`src/rtl/scene_recover.sv`:
```
// Scene-radiance recovery: a small pixel FIFO pairs hazy RGB pixels with one_by_t
// samples, then a 3-stage pipeline computes J = (I - A) * one_by_t / 2^FRAC_BITS + A.
module scene_recover #(
  parameter int FRAC_BITS    = 8,
  parameter int DEPTH        = 8,
  parameter int ONE_BY_T_MAX = 1024
) (
  input  logic                     i_clk,
  input  logic                     i_rst,
  input  logic                     i_pix_valid,
  input  logic [7:0]               i_r,
  input  logic [7:0]               i_g,
  input  logic [7:0]               i_b,
  output logic                     o_pix_ready,
  input  logic                     i_t_valid,
  input  logic [10:0]              one_by_t,
  input  logic [7:0]               Arloc,
  input  logic [7:0]               Agloc,
  input  logic [7:0]               Abloc,
  output logic                     o_valid,
  output logic [7:0]               o_r,
  output logic [7:0]               o_g,
  output logic [7:0]               o_b,
  output logic                     o_underflow,
  output logic [$clog2(DEPTH):0]   o_count
);

  localparam int AW = $clog2(DEPTH);
  localparam logic [AW:0]   FULL_CNT = DEPTH[AW:0];
  localparam logic [AW:0]   ZERO_CNT = {(AW+1){1'b0}};
  localparam logic [AW:0]   ONE_CNT  = {{AW{1'b0}}, 1'b1};
  localparam logic [AW-1:0] PTR_ONE  = {{(AW-1){1'b0}}, 1'b1};
  localparam logic [10:0]   TC_MAX   = ONE_BY_T_MAX[10:0];

  function automatic logic signed [8:0] diff9(input logic [7:0] i, input logic [7:0] a);
    diff9 = $signed({1'b0, i}) - $signed({1'b0, a});
  endfunction

  function automatic logic signed [20:0] mul21(input logic signed [8:0] d, input logic [10:0] tc);
    logic signed [20:0] de;
    logic signed [20:0] te;
    de = {{12{d[8]}}, d};
    te = {10'd0, tc};
    mul21 = de * te;
  endfunction

  // Shift is an arithmetic floor; result clamps to the 8-bit pixel range.
  function automatic logic [7:0] sat8(input logic signed [20:0] p, input logic [7:0] a);
    logic signed [20:0] s;
    s = (p >>> FRAC_BITS) + $signed({13'd0, a});
    if (s < 21'sd0) begin
      sat8 = 8'd0;
    end else if (s > 21'sd255) begin
      sat8 = 8'd255;
    end else begin
      sat8 = s[7:0];
    end
  endfunction

  logic [23:0]        mem_q [DEPTH];
  logic [AW-1:0]      wr_ptr_q, rd_ptr_q;
  logic [AW:0]        count_q, count_d;
  logic               push_s, pop_s;
  logic               underflow_q;
  logic [7:0]         pix_s [3];
  logic [7:0]         amb_s [3];
  logic [10:0]        tc_s;

  logic               s1_valid_q;
  logic [10:0]        s1_tc_q;
  logic signed [8:0]  s1_d_q [3];
  logic [7:0]         s1_a_q [3];
  logic               s2_valid_q;
  logic signed [20:0] s2_p_q [3];
  logic [7:0]         s2_a_q [3];
  logic               out_valid_q;
  logic [7:0]         out_q [3];

  // Pop decision uses the registered count only, so a same-cycle push cannot be paired.
  assign o_pix_ready = (count_q != FULL_CNT);
  assign push_s      = i_pix_valid && o_pix_ready;
  assign pop_s       = i_t_valid && (count_q != ZERO_CNT);
  assign pix_s[0]    = mem_q[rd_ptr_q][23:16];
  assign pix_s[1]    = mem_q[rd_ptr_q][15:8];
  assign pix_s[2]    = mem_q[rd_ptr_q][7:0];
  assign amb_s[0]    = Arloc;
  assign amb_s[1]    = Agloc;
  assign amb_s[2]    = Abloc;
  assign tc_s        = (one_by_t > TC_MAX) ? TC_MAX : one_by_t;

  // Occupancy next-state.
  always_comb begin
    count_d = count_q;
    case ({push_s, pop_s})
      2'b10:   count_d = count_q + ONE_CNT;
      2'b01:   count_d = count_q - ONE_CNT;
      default: count_d = count_q;
    endcase
  end

  // Pixel storage; stale contents are harmless because pointers reset.
  always_ff @(posedge i_clk) begin
    if (push_s) begin
      mem_q[wr_ptr_q] <= {i_r, i_g, i_b};
    end
  end

  // FIFO pointers, count and sticky underflow flag.
  always_ff @(posedge i_clk) begin
    if (i_rst) begin
      wr_ptr_q    <= {AW{1'b0}};
      rd_ptr_q    <= {AW{1'b0}};
      count_q     <= ZERO_CNT;
      underflow_q <= 1'b0;
    end else begin
      count_q <= count_d;
      if (push_s) wr_ptr_q <= wr_ptr_q + PTR_ONE;
      if (pop_s) rd_ptr_q <= rd_ptr_q + PTR_ONE;
      if (i_t_valid && (count_q == ZERO_CNT)) underflow_q <= 1'b1;
    end
  end

  // Three-stage recovery pipeline: difference/clamp, multiply, shift/offset/saturate.
  always_ff @(posedge i_clk) begin
    if (i_rst) begin
      s1_valid_q  <= 1'b0;
      s2_valid_q  <= 1'b0;
      out_valid_q <= 1'b0;
      s1_tc_q     <= 11'd0;
      for (int c = 0; c < 3; c++) begin
        s1_d_q[c] <= 9'sd0;
        s1_a_q[c] <= 8'd0;
        s2_p_q[c] <= 21'sd0;
        s2_a_q[c] <= 8'd0;
        out_q[c]  <= 8'd0;
      end
    end else begin
      s1_valid_q  <= pop_s;
      s2_valid_q  <= s1_valid_q;
      out_valid_q <= s2_valid_q;
      if (pop_s) s1_tc_q <= tc_s;
      for (int c = 0; c < 3; c++) begin
        if (pop_s) begin
          s1_d_q[c] <= diff9(pix_s[c], amb_s[c]);
          s1_a_q[c] <= amb_s[c];
        end
        if (s1_valid_q) begin
          s2_p_q[c] <= mul21(s1_d_q[c], s1_tc_q);
          s2_a_q[c] <= s1_a_q[c];
        end
        if (s2_valid_q) out_q[c] <= sat8(s2_p_q[c], s2_a_q[c]);
      end
    end
  end

  assign o_valid     = out_valid_q;
  assign o_r         = out_q[0];
  assign o_g         = out_q[1];
  assign o_b         = out_q[2];
  assign o_underflow = underflow_q;
  assign o_count     = count_q;

endmodule

```
`config.mk`:
```
export PLATFORM = sky130hd
export DESIGN_NAME = scene_recover
export DESIGN_NICKNAME = d
export VERILOG_FILES = /design/src/rtl/scene_recover.sv
export SDC_FILE = /design/constraint.sdc
export NUM_CORES = 1
export LEC_CHECK = 0
export ABC_AREA = 1
export CAP_MARGIN = 25
export CORE_MARGIN = 5
export CORE_UTILIZATION = 40
export CTS_CLUSTER_DIAMETER = 150
export CTS_CLUSTER_SIZE = 8
export DETAILED_ROUTE_END_ITERATION = 10
export HOLD_SLACK_MARGIN = 0.12
export SYNTH_ARGS = -nofsm -noshare
export SYNTH_HDL_FRONTEND = slang
export SYNTH_SLANG_ARGS = --single-unit
```
`constraint.sdc`:
```
create_clock -name i_clk -period 10.1 [get_ports i_clk]
set_clock_uncertainty 0.1 [all_clocks]
set_input_delay 1.01 -clock i_clk [delete_from_list [all_inputs] [get_ports i_clk]]
set_output_delay 1.01 -clock i_clk [all_outputs]
set_load 0.1 [all_outputs]
```
==> flow_summary.toml, run 1 <==
[outcome]
status = "finished, final reports clean"

[layout]
area_delta_synth_final_pct = 12.3
final_cell_count_no_fill = 3861
num-nets-final = 3447
num_antenna_cells = 0
final_util_pct = 45.1
layout-drive-gt1-share_pct = 4.24

[critical_path]
crit_arrival_ns = 5.62
crit_path_start_kind = "register"
endpoint = "s2_p_q[0][39]"
r2r_cells = 16
rrSetupSlack_ns = 4.72
required_ns = 10.34
critPathMaxFanout = 23
worstReg2RegEnd = "s2_p_q[0][39]"
end_kind = "register"
worstReg2RegStart = "s1_tc_q[0]"
worstSetupStartpoint = "s1_tc_q[0]"
critPathKind = "reg2reg"

[power_and_ir_drop]
power_density_nw_per_um2 = 207
leakagePower_nw = 14.3
vdd_ir_drop_max_uv = 131

[drt]
vias = 19400
drc = 0
avgViaCountPerCell = 5.03
drt-wirelength-per-cell_um = 16.7
drt-initial-drc-count = 1314
routed_wirelength_um = 64700
drtAntennaViolNets = 0
dr.pass1.iters = 6

[clock_tree]
root_buffer = "clkbuf_16"
cts.clk_slew.worst_paths_ns = 0.06
cts_resized = 0
cts_max_level = 2
post_cts_buffers = 0
ctsHoldBuffers = 0
clock_path_buffers = 3
cts_buffers = 50
clock_latency_ns = 0.61
cts.sinks = 358
tritoncts = "built"

[placed_design]
routabilityCongestion = 0.892
place_inst = 3785
pre_cts_ws_ns = 4.75
dp_hpwl_um = 47100
portBuffers = 93

[floorplanning]
initial_utilization_pct = 40.2
pin_count = 94
die_x_um = 266
die_h_um = 266
coreArea_um2 = 65500
die_area_um2 = 71000
rows = 94

[synthesis]
synth.area.top_cells = "edfxtp_1 38%, fa_1 15%, ha_1 10%, inv_1 8.0%, nand2_1 7.9%"
async_reset_ff_share_pct = 0
synth-seq-cells = 358
avgSynthCellArea_um2 = 9.05
synth_top_area_cell = "edfxtp_1"
synth_cell_types = 47
synthFlopType = "edfxtp_1"
yosysWarnings = 0
synth_common_cells = "564 x inv_1, 553 x nand2_1, 333 x nor2_1"
synth_top_area_share_pct = 37.7
yosysMostFrequentCell = "inv_1"
synth_area_um2 = 26300
syn-num-nets = 3380
synth_edf_count = 330
syn_inst = 2906
seq_area_frac_synth_pct = 39.8

[sta]
max_freq_mhz = 186
tns_ns = 0
finalCritPeriodShare_pct = 53.2
slew_violations = 0
rsz0062_at_grt = "false"
setup_violations = 0
whs_ns = 0.352
slew_headroom_pct = 34.4
tightest_slew_ns = 0.980
setup_ws_ns = 4.72
hold_violations = 0
fin_crit_ns = 5.38

[grt]
met3_usage_pct = 3.73
grt_util_met2_pct = 30.1
grt-ovfl-total = 0
grt_pass1_wl_um = 105000
grt-busiest-layer = "met2"
grt_max_degree = 64
grt_pass1_vias = 19900
grt_use_met1_pct = 25.1
antenna_found_initial = 0
grt_use_total_pct = 18.5

[hold_path]
min_path_type = "reg2reg"

[job]
cap_viol_max_count = 0
-- layout make-up --
type / instances / area (um2)
clock buffer: 72 / 1330
tap: 864 / 1080
clock inverter: 4 / 83.8
timing repair buffer: 121 / 1140
multi-input combinational: 1875 / 13300
sequential: 358 / 10500
fill: 6219 / 36000
inverter: 567 / 2130
-- per-stage QoR --
step / total power [mW] / area, um2
final: 6.10 / 29500
after global routing: 6.58 / 29500
after CTS: 6.17 / 29500
after detailed placement: 4.59 / 28100
after global placement: 4.54 / 28100
after floorplan: 3.86 / 26300
-- metal layers --
layer	routed length [um]	share of wire, %
met5	0	0
met1	29000	45
met3	4000	6.2
met2	29700	46
met4	1880	2.9
-- power by group --
group	total [mW]	leakage [nW]	switching, mW	internal [mW]
Clock	1.55	0.676	0.637	0.908
Sequential	2.10	3.43	0.256	1.84
Combinational	2.46	10.2	1.63	0.828
-- worst min path at each step --
stage / cells past startpoint / slack, ns / from / end
floorplan: 2 / 0.33 / rd_ptr_q[2] / register
finish: 2 / 0.35 / o_underflow / o_underflow
global placement: 2 / 0.34 / rd_ptr_q[2] / rd_ptr_q[2]
CTS: 2 / 0.35 / o_underflow / o_underflow
detailed placement: 2 / 0.34 / o_underflow / o_underflow
global route: 2 / 0.38 / rd_ptr_q[2] / register
-- registers in the layout (all words and copies together), names as in the netlist, named ones only --
signal       flops
wr_ptr_q         3
o_underflow      1
o_count          4
s1_a_q          24
out_q           24
o_valid          1
s1_d_q          27
s1_valid_q       1
s2_p_q          39
mem_q          192
rd_ptr_q         3
s2_valid_q       1
s2_a_q          24
s1_tc_q         11
-- worst max-delay path: stages (launching register included) --
cell and delay [ns]:
dfxtp_1 0.84, inv_1 0.25, nand2_1 0.13, fa_1 0.46, fa_1 0.56, inv_1 0.07, fa_1 0.50, fa_1 0.57
fa_1 0.42, ha_1 0.37, nand2_1 0.11, o21ai_0 0.26, a21oi_1 0.11, nand2_1 0.11, nand2_1 0.07, a21oi_1 0.13
nor2_1 0.06
-- cell usage in the layout (no fill, tap or decap), drive strengths merged, types with 3 or more instances in the layout --
cell / n
nand2: 566
o22ai: 32
nor3: 15
fa: 196
dfxtp: 28
o21bai: 8
edfxtp: 330
o211ai: 3
ha: 215
o221ai: 3
a21o: 6
nor2: 337
nand3: 99
o21a: 7
xor2: 16
xnor2: 13
clkbuf: 72
clkinv: 4
a21boi: 3
buf: 28
clkdlybuf4s50: 93
a21oi: 131
a211oi: 4
o21ai: 168
a31oi: 21
inv: 567
nand4: 22
-- kinds of logic (layout without fill, tap and decap cells) --
logic type               count (synthesis)  after routing  share of synthesized area (%)
AO/OA/AOI/OAI                          390            390                           8.21
XOR/XNOR                                29             29                          0.994
adder cells (fa/ha/maj)                411            411                           25.1
buffers and inverters                  673            764                           9.79
flip-flops                             358            358                           39.8
AND/OR/NAND/NOR                       1045           1045                           16.1
(Power assumes the default switching activity.)
==> run 2: changes to the inputs <==
- clock period: 10.1 -> 5.5 ns (I/O delays scaled with it)
==> run 2 against run 1 <==
Effect of this change: global-route usage hardly changed; setup slack got worse by 4.3 ns; register-to-register slack got worse by 4.3 ns; hold slack worse by 0.0015 ns; combinational power increased by 87%; sequential share of layout area down 0.21 points; maximum frequency grew 5.6%; cell count increased by 0.54%; clock power increased by 82%; via count is 0.17% higher; critical endpoint unchanged; largest cell class unchanged.
==> flow_summary.toml, run 2 (synthesized netlist as in run 1, its figures left out) <==
[outcome]
status = "finished, final reports clean"

[hold_path]
min_path_type = "reg2reg"

[critical_path]
worstSetupStartpoint = "s1_tc_q[3]"
endpoint = "s2_p_q[0][39]"
rrSetupSlack_ns = 0.41
crit_path_start_kind = "register"
crit_arrival_ns = 5.34
worstReg2RegStart = "s1_tc_q[3]"
critPathKind = "reg2reg"
critPathMaxFanout = 13
worstReg2RegEnd = "s2_p_q[0][39]"
r2r_cells = 15
end_kind = "register"
required_ns = 5.75

[power_and_ir_drop]
power_density_nw_per_um2 = 378
vdd_ir_drop_max_uv = 224
leakagePower_nw = 14.4

[layout]
final_cell_mix = "564 x inv_1, 551 x nand2_1, 330 x edfxtp_1"
area_delta_synth_final_pct = 13.0
final_util_pct = 45.4
layout_commonest_cell = "inv_1"
largest_reg_flops = 192
largest_registers = "mem_q x192, s2_p_q x39, s1_d_q x27"
layout-drive-gt1-share_pct = 4.87
final_cell_count_no_fill = 3882
num_antenna_cells = 0
regMostFlops = "mem_q"
num-nets-final = 3468

[clock_tree]
root_buffer = "clkbuf_16"
cts_max_level = 2
cts_buffers = 50
clock_latency_ns = 0.61
ctsHoldBuffers = 0
cts_resized = 0
post_cts_buffers = 0
clock_path_buffers = 3
cts.sinks = 358
cts.clk_slew.worst_paths_ns = 0.06
tritoncts = "built"

[sta]
tns_ns = 0
finalCritPeriodShare_pct = 92.6
max_freq_mhz = 196
setup_violations = 0
rsz0062_at_grt = "false"
slew_violations = 0
fin_crit_ns = 5.09
whs_ns = 0.350
setup_ws_ns = 0.406
slew_headroom_pct = 34.3
hold_violations = 0
tightest_slew_ns = 0.982

[floorplanning]
die_h_um = 266
die_area_um2 = 71000
initial_utilization_pct = 40.2
rows = 94
pin_count = 94
coreArea_um2 = 65500
die_x_um = 266

[drt]
drtAntennaViolNets = 0
drt-wirelength-per-cell_um = 16.8
vias = 19400
routed_wirelength_um = 65000
dr.pass1.iters = 7
drc = 0
drt-initial-drc-count = 1312
avgViaCountPerCell = 5.01

[grt]
grt_pass1_wl_um = 105000
grt-ovfl-total = 0
grt_use_total_pct = 18.4
antenna_found_initial = 0
grt_pass1_vias = 20100
grt_max_degree = 69

[placed_design]
place_inst = 3806
portBuffers = 93
dp_hpwl_um = 48800
pre_cts_ws_ns = 0.426
routabilityCongestion = 0.915

[job]
cap_viol_max_count = 0
-- run 2: cell count changes in the layout (fill, tap and decap cells not counted) --
cell      before  now
buf_12         0    2
buf_4         27   47
buf_6          1    0
clkinv_1       2    1
inv_1        562  564
inv_2          4    3
-- run 2: critical path, cell delays in order (launching register included) --
cell     delay (ns)
dfxtp_1        0.75
nand2_1        0.17
fa_1           0.52
fa_1           0.50
inv_1          0.06
fa_1           0.53
fa_1           0.58
fa_1           0.42
ha_1           0.38
nand2_1        0.11
o21ai_0        0.25
a21oi_1        0.10
nand2_1        0.12
nand2_1        0.07
a21oi_1        0.13
nor2_1         0.06
-- run 2: worst min-delay path by stage --
stage,start,end,slack [ns],cells after the start
2_1_floorplan,rd_ptr_q[2],register,0.33,2
3_3_place_gp,rd_ptr_q[2],rd_ptr_q[2],0.34,2
3_5_place_dp,o_underflow,o_underflow,0.34,2
4_1_cts,o_underflow,o_underflow,0.35,2
5_1_grt,o_underflow,o_underflow,0.37,2
6_report,o_underflow,o_underflow,0.35,2
-- run 2: power by group --
group / leakage (nW) / switching [mW] / internal [mW]
registers: 3.43 / 0.426 / 3.39
clock network: 0.676 / 1.15 / 1.67
logic: 10.3 / 3.04 / 1.56
-- run 2: area by class of cell --
type	instances	area (um2)
Fill cell	6177	35800
Multi-Input combinational cell	1875	13300
Sequential cell	358	10500
Inverter	567	2130
Clock buffer	72	1330
Timing Repair Buffer	142	1320
Tap cell	864	1080
Clock inverter	4	83.8
-- run 2: metrics by stage --
stage	power (mW)	cell area [um2]
after global placement	8.36	28300
after global routing	12.1	29700
final	11.2	29700
after detailed placement	8.47	28300
after CTS	11.3	29700
after floorplan	7.08	26300
-- run 2: metal layers --
layer | vias to the layer above | wire length, um | GRT usage [%]
met3 | 94 | 3870 | 3.68
li1 | 9470 | - | -
met4 | 0 | 1340 | 4.73
met1 | 9416 | 28500 | 24.3
met2 | 469 | 31300 | 31.4
met5 | - | 0 | 0
